`src/rtl/mux_src_arbiter_if.sv`:
```
// Handshake and data bundle between two producers, the 32-bit select MUX and the arbiter.
// The arbiter uses the slave modport; the producer/consumer side uses master.
interface mux_src_arbiter_if #(
  parameter int WIDTH = 32,
  parameter int CNT_W = 16
);
  logic             Valid1;
  logic             Ready1;
  logic             Valid2;
  logic             Ready2;
  logic             SelData;
  logic [WIDTH-1:0] MuxDO;
  logic [WIDTH-1:0] DataOut;
  logic             OutValid;
  logic             OutReady;
  logic [CNT_W-1:0] Count1;
  logic [CNT_W-1:0] Count2;

  modport slave (
    input  Valid1, Valid2, MuxDO, OutReady,
    output Ready1, Ready2, SelData, DataOut, OutValid, Count1, Count2
  );

  modport master (
    output Valid1, Valid2, MuxDO, OutReady,
    input  Ready1, Ready2, SelData, DataOut, OutValid, Count1, Count2
  );
endinterface

```
`src/rtl/mux_src_arbiter.sv`:
```
// Round-robin, burst-bounded arbiter steering the DI1/DI2 MUX into a one-entry output register (1 cycle).
// Backpressure: no grant while the output register is full and OutReady is low.
module mux_src_arbiter #(
  parameter int WIDTH = 32,
  parameter int BURST = 4,
  parameter int CNT_W = 16
) (
  input  logic                  clk,
  input  logic                  rst_n,
  mux_src_arbiter_if.slave      bus
);

  typedef enum logic {
    SRC1 = 1'b0,
    SRC2 = 1'b1
  } src_e;

  localparam logic [3:0] BURST_L = 4'(BURST);

  src_e             last_q;
  logic [3:0]       burst_q;
  logic             sel_q;
  logic [WIDTH-1:0] data_q;
  logic             vld_q;
  logic [CNT_W-1:0] cnt1_q;
  logic [CNT_W-1:0] cnt2_q;

  logic space;
  logic keep;
  logic g1;
  logic g2;
  logic sel;
  src_e xfer_src;

  always_comb begin
    space    = !vld_q || bus.OutReady;
    // burst_q is 0 only before the first transfer after reset, so a fresh tie
    // is handed to the source other than LastGrant (source 1).
    keep     = (burst_q != 4'd0) && (burst_q < BURST_L);
    g1       = 1'b0;
    g2       = 1'b0;
    if (rst_n && space) begin
      if (bus.Valid1 && bus.Valid2) begin
        if ((last_q == SRC1) == keep) g1 = 1'b1;
        else                          g2 = 1'b1;
      end else if (bus.Valid1) begin
        g1 = 1'b1;
      end else if (bus.Valid2) begin
        g2 = 1'b1;
      end
    end
    sel      = g2 ? 1'b1 : (g1 ? 1'b0 : sel_q);
    xfer_src = g2 ? SRC2 : SRC1;
  end

  always_ff @(posedge clk or negedge rst_n) begin
    if (!rst_n) begin
      last_q  <= SRC2;
      burst_q <= 4'd0;
      sel_q   <= 1'b0;
      data_q  <= '0;
      vld_q   <= 1'b0;
      cnt1_q  <= '0;
      cnt2_q  <= '0;
    end else begin
      sel_q <= sel;
      if (g1 || g2) begin
        data_q <= bus.MuxDO;
        vld_q  <= 1'b1;
        if (xfer_src == last_q) begin
          burst_q <= (burst_q < BURST_L) ? burst_q + 4'd1 : BURST_L;
        end else begin
          burst_q <= 4'd1;
          last_q  <= xfer_src;
        end
      end else if (bus.OutReady) begin
        vld_q <= 1'b0;
      end
      if (g1) cnt1_q <= cnt1_q + 1'b1;
      if (g2) cnt2_q <= cnt2_q + 1'b1;
    end
  end

  assign bus.Ready1   = g1;
  assign bus.Ready2   = g2;
  assign bus.SelData  = sel;
  assign bus.DataOut  = data_q;
  assign bus.OutValid = vld_q;
  assign bus.Count1   = cnt1_q;
  assign bus.Count2   = cnt2_q;

endmodule

```
`src/flat_wrapper.sv`:
```
// flat-port wrapper written by rule: the top's interface ports become plain ports
module mux_src_arbiter_flat 
#(
  parameter int WIDTH = 32,
  parameter int BURST = 4,
  parameter int CNT_W = 16
)
  (clk, rst_n, bus_Valid1, bus_Valid2, bus_MuxDO, bus_OutReady, bus_Ready1, bus_Ready2, bus_SelData, bus_DataOut, bus_OutValid, bus_Count1, bus_Count2);
  mux_src_arbiter_if #(.WIDTH(WIDTH), .CNT_W(CNT_W)) bus_i ();
  input  logic clk;
  input  logic rst_n;
  input wire logic [$bits(bus_i.Valid1)-1:0] bus_Valid1;
  input wire logic [$bits(bus_i.Valid2)-1:0] bus_Valid2;
  input wire logic [$bits(bus_i.MuxDO)-1:0] bus_MuxDO;
  input wire logic [$bits(bus_i.OutReady)-1:0] bus_OutReady;
  output wire logic [$bits(bus_i.Ready1)-1:0] bus_Ready1;
  output wire logic [$bits(bus_i.Ready2)-1:0] bus_Ready2;
  output wire logic [$bits(bus_i.SelData)-1:0] bus_SelData;
  output wire logic [$bits(bus_i.DataOut)-1:0] bus_DataOut;
  output wire logic [$bits(bus_i.OutValid)-1:0] bus_OutValid;
  output wire logic [$bits(bus_i.Count1)-1:0] bus_Count1;
  output wire logic [$bits(bus_i.Count2)-1:0] bus_Count2;
  assign bus_i.Valid1 = bus_Valid1;
  assign bus_i.Valid2 = bus_Valid2;
  assign bus_i.MuxDO = bus_MuxDO;
  assign bus_i.OutReady = bus_OutReady;
  assign bus_Ready1 = bus_i.Ready1;
  assign bus_Ready2 = bus_i.Ready2;
  assign bus_SelData = bus_i.SelData;
  assign bus_DataOut = bus_i.DataOut;
  assign bus_OutValid = bus_i.OutValid;
  assign bus_Count1 = bus_i.Count1;
  assign bus_Count2 = bus_i.Count2;
  mux_src_arbiter #(.WIDTH(WIDTH), .BURST(BURST), .CNT_W(CNT_W)) u_core (.clk(clk), .rst_n(rst_n), .bus(bus_i));
endmodule
```
`config.mk`:
```
export PLATFORM = sky130hd
export DESIGN_NAME = mux_src_arbiter_flat
export DESIGN_NICKNAME = d
export VERILOG_FILES = /design/src/rtl/mux_src_arbiter_if.sv /design/src/rtl/mux_src_arbiter.sv /design/src/flat_wrapper.sv
export SDC_FILE = /design/constraint.sdc
export NUM_CORES = 1
export LEC_CHECK = 0
export BUFFER_PORTS_ARGS = -buffer_cell sky130_fd_sc_hd__buf_2
export CAP_MARGIN = 20
export CORE_ASPECT_RATIO = 1.4
export CORE_MARGIN = 5
export CORE_UTILIZATION = 35
export CTS_CLUSTER_SIZE = 25
export DETAILED_ROUTE_END_ITERATION = 6
export PLACE_DENSITY_LB_ADDON = 0.05
export SKIP_CTS_REPAIR_TIMING = 1
export SLEW_MARGIN = 20
export SYNTH_ARGS = -nofsm -noshare
export SYNTH_HDL_FRONTEND = slang
export SYNTH_SLANG_ARGS = --single-unit
```
`constraint.sdc`:
```
create_clock -name clk -period 3.04 [get_ports clk]
set_input_delay 0 -clock clk [delete_from_list [all_inputs] [get_ports clk]]
set_output_delay 0 -clock clk [all_outputs]
set_load 0.02 [all_outputs]
```
==> impl_metrics.csv, run 1 <==
group,metric,value,unit
route,wl_met3,501,microns
route,wl,7.417,mm
grt,grt_pass1_vias,2387,
timing,fmax,0.4481,GHz
layout,drive_above_1_share,42.09,%
critical_path,critPathTopFamily,"buffers and inverters",
die,fp.dieH,121.6,microns
layout,diodes,0,
cts,cts_tree,"built",
power_and_ir_drop,leakagePower,2.160,nW
route,postRouteAntennaNets,0,
critical_path,cp.arrival,2.23,ns
critical_path,crit_type,"in2out",
power_and_ir_drop,power,3.290,mW
run_status,status,"completed",
layout,area_delta_synth_final,41.20,%
critical_path,cp_num_cells,6,
die,io_pins,105,
route,vias,2409,
cts,clk-insertion-delay-late,0.33,ns
grt,grt_overflow_total,0,
route,detail_route.wl_per_cell,14.92,microns
power_and_ir_drop,peakVddDrop,378.4,uV
die,row_count,40,
run,maxCapViolations,0,
yosys,synthXorXnorAreaFrac,8.434,%
cts,cts_htree_levels,3,
layout,layout_common_cells,"buf_2 (103), dfrtp_1 (70), mux2_2 (35), dlygate4sd3_1 (33)",
timing,hold_violations,0,
route,route.met2.wl,3.698,mm
cts,cts-buffers-inserted,9,
critical_path,r2r_end,"u_core.bus.Count2[1]",
placed_design,gp_congestion,0.7346,
yosys,syn_avg_cell_area,12.77,sq um
route,drt_iter0_markers,65,
critical_path,cp-startpoint,"rst_n",
route,dr.pass1.iters,4,
cts,clk_path_buf_depth,2,
hold_path,hold_path.class,"in2reg",
layout,utilization,50.81,%
layout,fin_area,4399,sq um
route,route.detailed.drc,0,
critical_path,slowest_delay,0.52,ns
grt,grt_start_max_net_pins,40,
critical_path,crit_chain,"dlygate4sd3_1, buf_4, nand3_1, nor2_1, nor2_1, buf_2",
placed_design,placed_cell_area,3759,sq um
critical_path,endpoint,"bus_SelData",
yosys,ys_warn_count,0,
die,core,8658,sq um
layout,nFillCells,800,
critical_path,cp_slowest_cell,"dlygate4sd3_1",
die,start_util,35.98,%
placed_design,hpwl,5.195,mm
yosys,syn_nets,285,
yosys,synthMuxAreaShare,12.97,%
hold_path,min_from,"bus_OutReady",
timing,drv_slew,0,
yosys,synthAdderAreaFrac,1.606,%
grt,antenna_found_initial,0,
critical_path,crit_required,3.04,ns
cts,root_buffer,"clkbuf_16",
critical_path,reg2reg_depth,6,
yosys,yosysSeqAreaShare,57.07,%
timing,setup_viol,0,
critical_path,start_kind,"input port",
cts,clock-sinks,71,
timing,post-route-period-util,73.41,%
route,highest_layer,"met4",
power_and_ir_drop,p_per_area,747.8,nW/um^2
critical_path,worst-path-max-fanout,39,
placed_design,place_ws,0.9800,ns
grt,grt_usage,13.27,%
yosys,syn_inst,244,
critical_path,endpoint_kind,"primary output",
critical_path,timing.rr.start,"u_core.burst_q[0]",
die,dieWidth,89.74,microns
die,die-area,10910,sq um
critical_path,r2r_slack,1.01,ns
route,wl_met1,3.042,mm
layout,fin_nets,428,
grt,grt_pass1_wl,11.67,mm
yosys,ys_ff_latch,71,
layout,final_common_cell,"buf_2",
critical_path,path_buf_inv,3,
yosys,synth_compound_area_share,1.847,%
timing,fin_ws,0.8083,ns
timing,fin_skew,0.005887,ns
yosys,synth_top_family_by_area,"simple AND/OR/NAND/NOR gates",
timing,tightest_slew,0.8316,ns
yosys,synthSimpleGateAreaFrac,16.22,%
route,via_per_inst,4.847,
placed_design,port_buffers,104,
yosys,mappedNetlistArea,3115,sq um
critical_path,path_common_cell,"nor2_1",
timing,min_period,2.232,ns
timing,slew_headroom,44.29,%
timing,rsz0062_at_grt,"false",
yosys,synth.distinct_cells,35,
timing,tns,0,ns
cts,clk_pin_slew,0.05,ns
==> final cells by class <==
cell class                      instances  area, sq um  area share (%)
Sequential cell                        71         1778           40.42
Multi-Input combinational cell        161         1289           29.29
Timing Repair Buffer                  140        875.8           19.91
Clock buffer                           13        270.3           6.143
Tap cell                              105        131.4           2.986
Clock inverter                          3        40.04          0.9101
Inverter                                4        15.01          0.3413
==> metal layers <==
metal	up-vias	GRT usage, %
li1	1158	-
met1	1170	14.98
met2	68	21.93
met3	13	5.250
met4	0	6.238
met5	-	0
==> how the worst min path moves through the flow <==
stage / end / slack (ns) / cells past startpoint
5_1_grt: u_core.bus.OutValid / 0.15 / 3
2_1_floorplan: u_core.burst_q[0] / -0.30 / 0
6_report: u_core.bus.OutValid / 0.13 / 3
4_1_cts: u_core.bus.Count1[7] / -0.36 / 1
3_5_place_dp: u_core.bus.Count1[6] / 0.003 / 1
3_3_place_gp: u_core.bus.Count1[8] / -0.0009 / 1
==> worst register-to-register path, delay by kind of cell (launching register included) <==
| family | cells | cell delay [ns] |
|---|---|---|
| fa+ha+maj | 1 | 0.23 |
| buf+inv | 1 | 0.07 |
| flops | 1 | 0.35 |
| mux | 2 | 0.86 |
| simple gates | 2 | 0.42 |
==> where the power goes <==
part | switching (mW) | leakage [nW] | internal [mW]
logic | 0.547 | 1.12 | 0.383
registers | 0.153 | 0.886 | 1.13
clock network | 0.372 | 0.156 | 0.699
total | 1.07 | 2.16 | 2.22
==> through the flow <==
step                      instances  hold slack (ns)
after CTS                       464          -0.3594
after global routing            497           0.1452
after global placement          448       -0.0009482
after detailed placement        448         0.003037
after floorplan                 244          -0.2956
final                           497           0.1260
==> registers in the layout (all words and copies together), names as in the netlist <==
| signal | count |
|---|---|
| u_core.burst_q | 4 |
| u_core.bus.Count1 | 16 |
| u_core.bus.Count2 | 16 |
| u_core.bus.DataOut | 32 |
| u_core.bus.OutValid | 1 |
| u_core.last_q | 1 |
| u_core.sel_q | 1 |
==> cells by family after synthesis <==
kind of cell               Yosys count
buffers and inverters               12
AOI/OAI and AO/OA                    7
xor gates and xnor gates            30
adders and majority gates            4
and+or+nand+nor                     84
muxes                               36
DFF                                 71
==> cell usage after synthesis (all sizes together) <==
cell | number | share of area (%)
nand4 | 10 | 2.0
a21oi | 2 | 0.32
a22oi | 1 | 0.24
xnor2 | 15 | 4.2
xor2 | 15 | 4.2
and3 | 11 | 2.2
nand2 | 14 | 1.7
a211oi | 1 | 0.24
or3 | 1 | 0.20
inv | 4 | 0.48
ha | 4 | 1.6
nor4bb | 1 | 0.32
buf | 5 | 1.0
o32a | 1 | 0.32
o211ai | 1 | 0.40
nor2 | 8 | 0.96
nand4b | 1 | 0.28
a32o | 1 | 0.32
mux2i | 1 | 0.32
nand3 | 13 | 2.1
or2 | 1 | 0.20
mux2 | 35 | 13
dfrtp | 70 | 56
and2 | 3 | 0.60
and4 | 3 | 0.84
nor4b | 2 | 0.56
nor3 | 4 | 1.0
nand2b | 3 | 0.60
nor3b | 1 | 0.24
nor4 | 8 | 2.4
clkbuf | 3 | 0.36
dfstp | 1 | 0.84
(Power assumes the default switching activity.)
==> run 2: changes to the inputs <==
- ABC_AREA: not set -> 1
- clock period: 3.04 -> 2.2 ns (I/O delays scaled with it)
==> run 2 against run 1 <==
Clock power rose by 25%. First-iteration DRC count grew 92%. Area after synthesis grew 14%. Critical path depth up 2. Die area up 13%. Clock-buffer cell count shrank 1. Power is 47% higher. Via count rose by 34%. Flip-flop and latch count did not move. Critical endpoint is now bus_Ready2.
==> impl_metrics.csv, run 2 <==
group,metric,value,unit
die,row_count,43,
critical_path,start_kind,"register",
timing,fin_skew,0.006857,ns
grt,grt_usage,15.07,%
yosys,synthArstFlopShare,100.0,%
yosys,syn_inst,443,
timing,min_period,1.993,ns
layout,fin_nets,624,
timing,hold_violations,0,
hold_path,hold_path_depth,5,
yosys,synth_most_common_cell,"nand2_1",
grt,grt_pass1_vias,3129,
route,via_per_inst,4.481,
timing,tns,0,ns
yosys,mappedNetlistArea,3548,sq um
die,io_pins,105,
die,start_util,35.84,%
power_and_ir_drop,leakagePower,2.549,nW
power_and_ir_drop,power,4.839,mW
critical_path,worst-path-max-fanout,22,
yosys,synth_top_area_cell,"dfrtp_1",
cts,cts_tree,"built",
critical_path,timing.rr.start,"u_core.burst_q[0]",
timing,fmax,0.5018,GHz
grt,grt_pass1_wl,14.56,mm
yosys,syn_avg_cell_area,8.010,sq um
placed_design,port_buffers,104,
route,detail_route.wl_per_cell,12.28,microns
critical_path,path_common_cell,"inv_1",
grt,grt_start_max_net_pins,39,
die,die-area,12280,sq um
critical_path,cp.arrival,1.99,ns
layout,layout_common_cells,"nand2_1 (200), buf_2 (103), dfrtp_1 (70), dlygate4sd3_1 (34), inv_1 (33)",
critical_path,crit_required,2.20,ns
layout,area_delta_synth_final,34.52,%
run,maxCapViolations,0,
die,core,9899,sq um
critical_path,r2r_slack,0.46,ns
timing,setup_viol,0,
yosys,synth_common_cells,"nand2_1 (200), dfrtp_1 (70), inv_1 (33), nor2_1 (24), nand3_1 (22)",
route,wl_met1,3.814,mm
route,dr.pass1.iters,4,
grt,grt_overflow_total,0,
cts,root_buffer,"clkbuf_16",
timing,post-route-period-util,90.58,%
route,postRouteAntennaNets,0,
route,highest_layer,"met4",
power_and_ir_drop,peakVddDrop,453.0,uV
cts,clk_path_buf_depth,2,
critical_path,cp_num_cells,8,
critical_path,reg2reg_depth,10,
yosys,synth.distinct_cells,32,
die,dieWidth,95.10,microns
yosys,synth_edf_count,0,
timing,drv_slew,0,
power_and_ir_drop,p_per_area,1014,nW/um^2
route,vias,3240,
layout,regArea,1778,sq um
timing,fin_ws,0.2071,ns
critical_path,r2r_end,"u_core.bus.Count2[4]",
critical_path,path_buf_inv,4,
placed_design,hpwl,6.313,mm
yosys,synth_top_area_share,49.37,%
layout,largest_register_ffs,32,
timing,tightest_slew,0.5795,ns
route,route.met2.wl,4.410,mm
timing,rsz0062_at_grt,"false",
critical_path,crit_chain,"inv_1, ha_1, inv_1, nand3_1, nand3_2, nand2_2, inv_2, buf_2",
layout,nFillCells,1012,
run_status,status,"completed",
layout,drive_above_1_share,25.17,%
yosys,synthTopCellsByArea,"dfrtp_1 (49%), nand2_1 (21%), inv_1 (3.5%), nand3_1 (3.1%), nor2_1 (2.5%)",
layout,multi_input_area,1519,sq um
critical_path,crit_type,"reg2out",
layout,diodes,0,
timing,hold_slack,0.1719,ns
yosys,synthFlopType,"dfrtp_1",
hold_path,min_to,"u_core.burst_q[2]",
critical_path,critPathTopFamily,"buffers and inverters",
cts,clk_pin_slew,0.05,ns
layout,final_common_cell,"nand2_1",
placed_design,place_ws,0.4693,ns
route,wl_met3,505,microns
cts,cts_htree_levels,3,
cts,cts-buffers-inserted,9,
yosys,yosysSeqAreaShare,50.11,%
placed_design,gp_congestion,0.8412,
hold_path,hold_path.class,"in2reg",
critical_path,endpoint_kind,"primary output",
cts,clk-insertion-delay-late,0.32,ns
yosys,ys_ff_latch,71,
layout,utilization,48.22,%
cts,clock-sinks,71,
die,fp.dieH,129.1,microns
critical_path,cp_slowest_cell,"dfrtp_1",
yosys,syn_nets,484,
route,drt_iter0_markers,125,
yosys,ys_warn_count,0,
critical_path,slowest_delay,0.35,ns
timing,slew_headroom,61.31,%
route,wl,8.876,mm
route,route.detailed.drc,0,
grt,antenna_found_initial,0,
hold_path,min_from,"bus_Valid1",
## run 2: cell types whose count changed after synthesis, sizes merged, moves of 9 or more
cell   delta
inv      +32
o21ai    +22
xor2      -9
mux2     -35
nand2   +194
and3     -11
nor2     +18
nand3    +12
## run 2: cell families after synthesis
| group | after synthesis | synth area share [%] |
|---|---|---|
| compound gates | 24 | 3.984 |
| xor+xnor | 13 | 3.420 |
| flops | 71 | 50.11 |
| fa+ha+maj | 4 | 1.410 |
| buf+inv | 49 | 7.087 |
| simple gates | 282 | 33.99 |
## run 2: final cells by class
class                           count  share of cell area (%)
Clock buffer                       12                   5.374
Inverter                           36                   2.883
Clock inverter                      4                  0.4194
Sequential cell                    71                   37.25
Timing Repair Buffer              142                   18.72
Tap cell                          135                   3.539
Multi-Input combinational cell    323                   31.82
## run 2: worst min-delay path, cell delays in order
cell	delay (ns)
buf_2	0.11
nand3_2	0.09
nand3_1	0.12
nand3_1	0.09
nand2_1	0.06
## run 2: worst max-delay path by stage
| stage | start | end | slack [ns] |
|---|---|---|---|
| after global routing | u_core.burst_q[0] | bus_Ready2 | 0.02 |
| after CTS | u_core.burst_q[0] | bus_Ready2 | 0.19 |
| after detailed placement | u_core.burst_q[0] | u_core.bus.Count2[4] | 0.47 |
| final | u_core.burst_q[0] | bus_Ready2 | 0.21 |
| after global placement | u_core.burst_q[0] | u_core.bus.Count1[2] | 0.52 |
| after floorplan | u_core.bus.Count2[0] | u_core.bus.Count2[12] | 0.70 |
## run 2: power by group
part           total [mW]  internal, mW  switching [mW]
Combinational        1.58         0.563            1.02
Clock                1.34         0.817           0.527
Sequential           1.91          1.62           0.294
## run 2: per-layer routing
layer	vias up	track usage, %
li1	1665	-
met1	1495	18.16
met2	68	25.24
met3	12	4.472
met4	0	5.607
met5	-	0
## run 2: through the flow
step | std cells | instance area, sq um
after floorplan | 443 | 3548
after global placement | 673 | 4156
after detailed placement | 673 | 4156
after CTS | 689 | 4433
after global routing | 723 | 4773
final | 723 | 4773
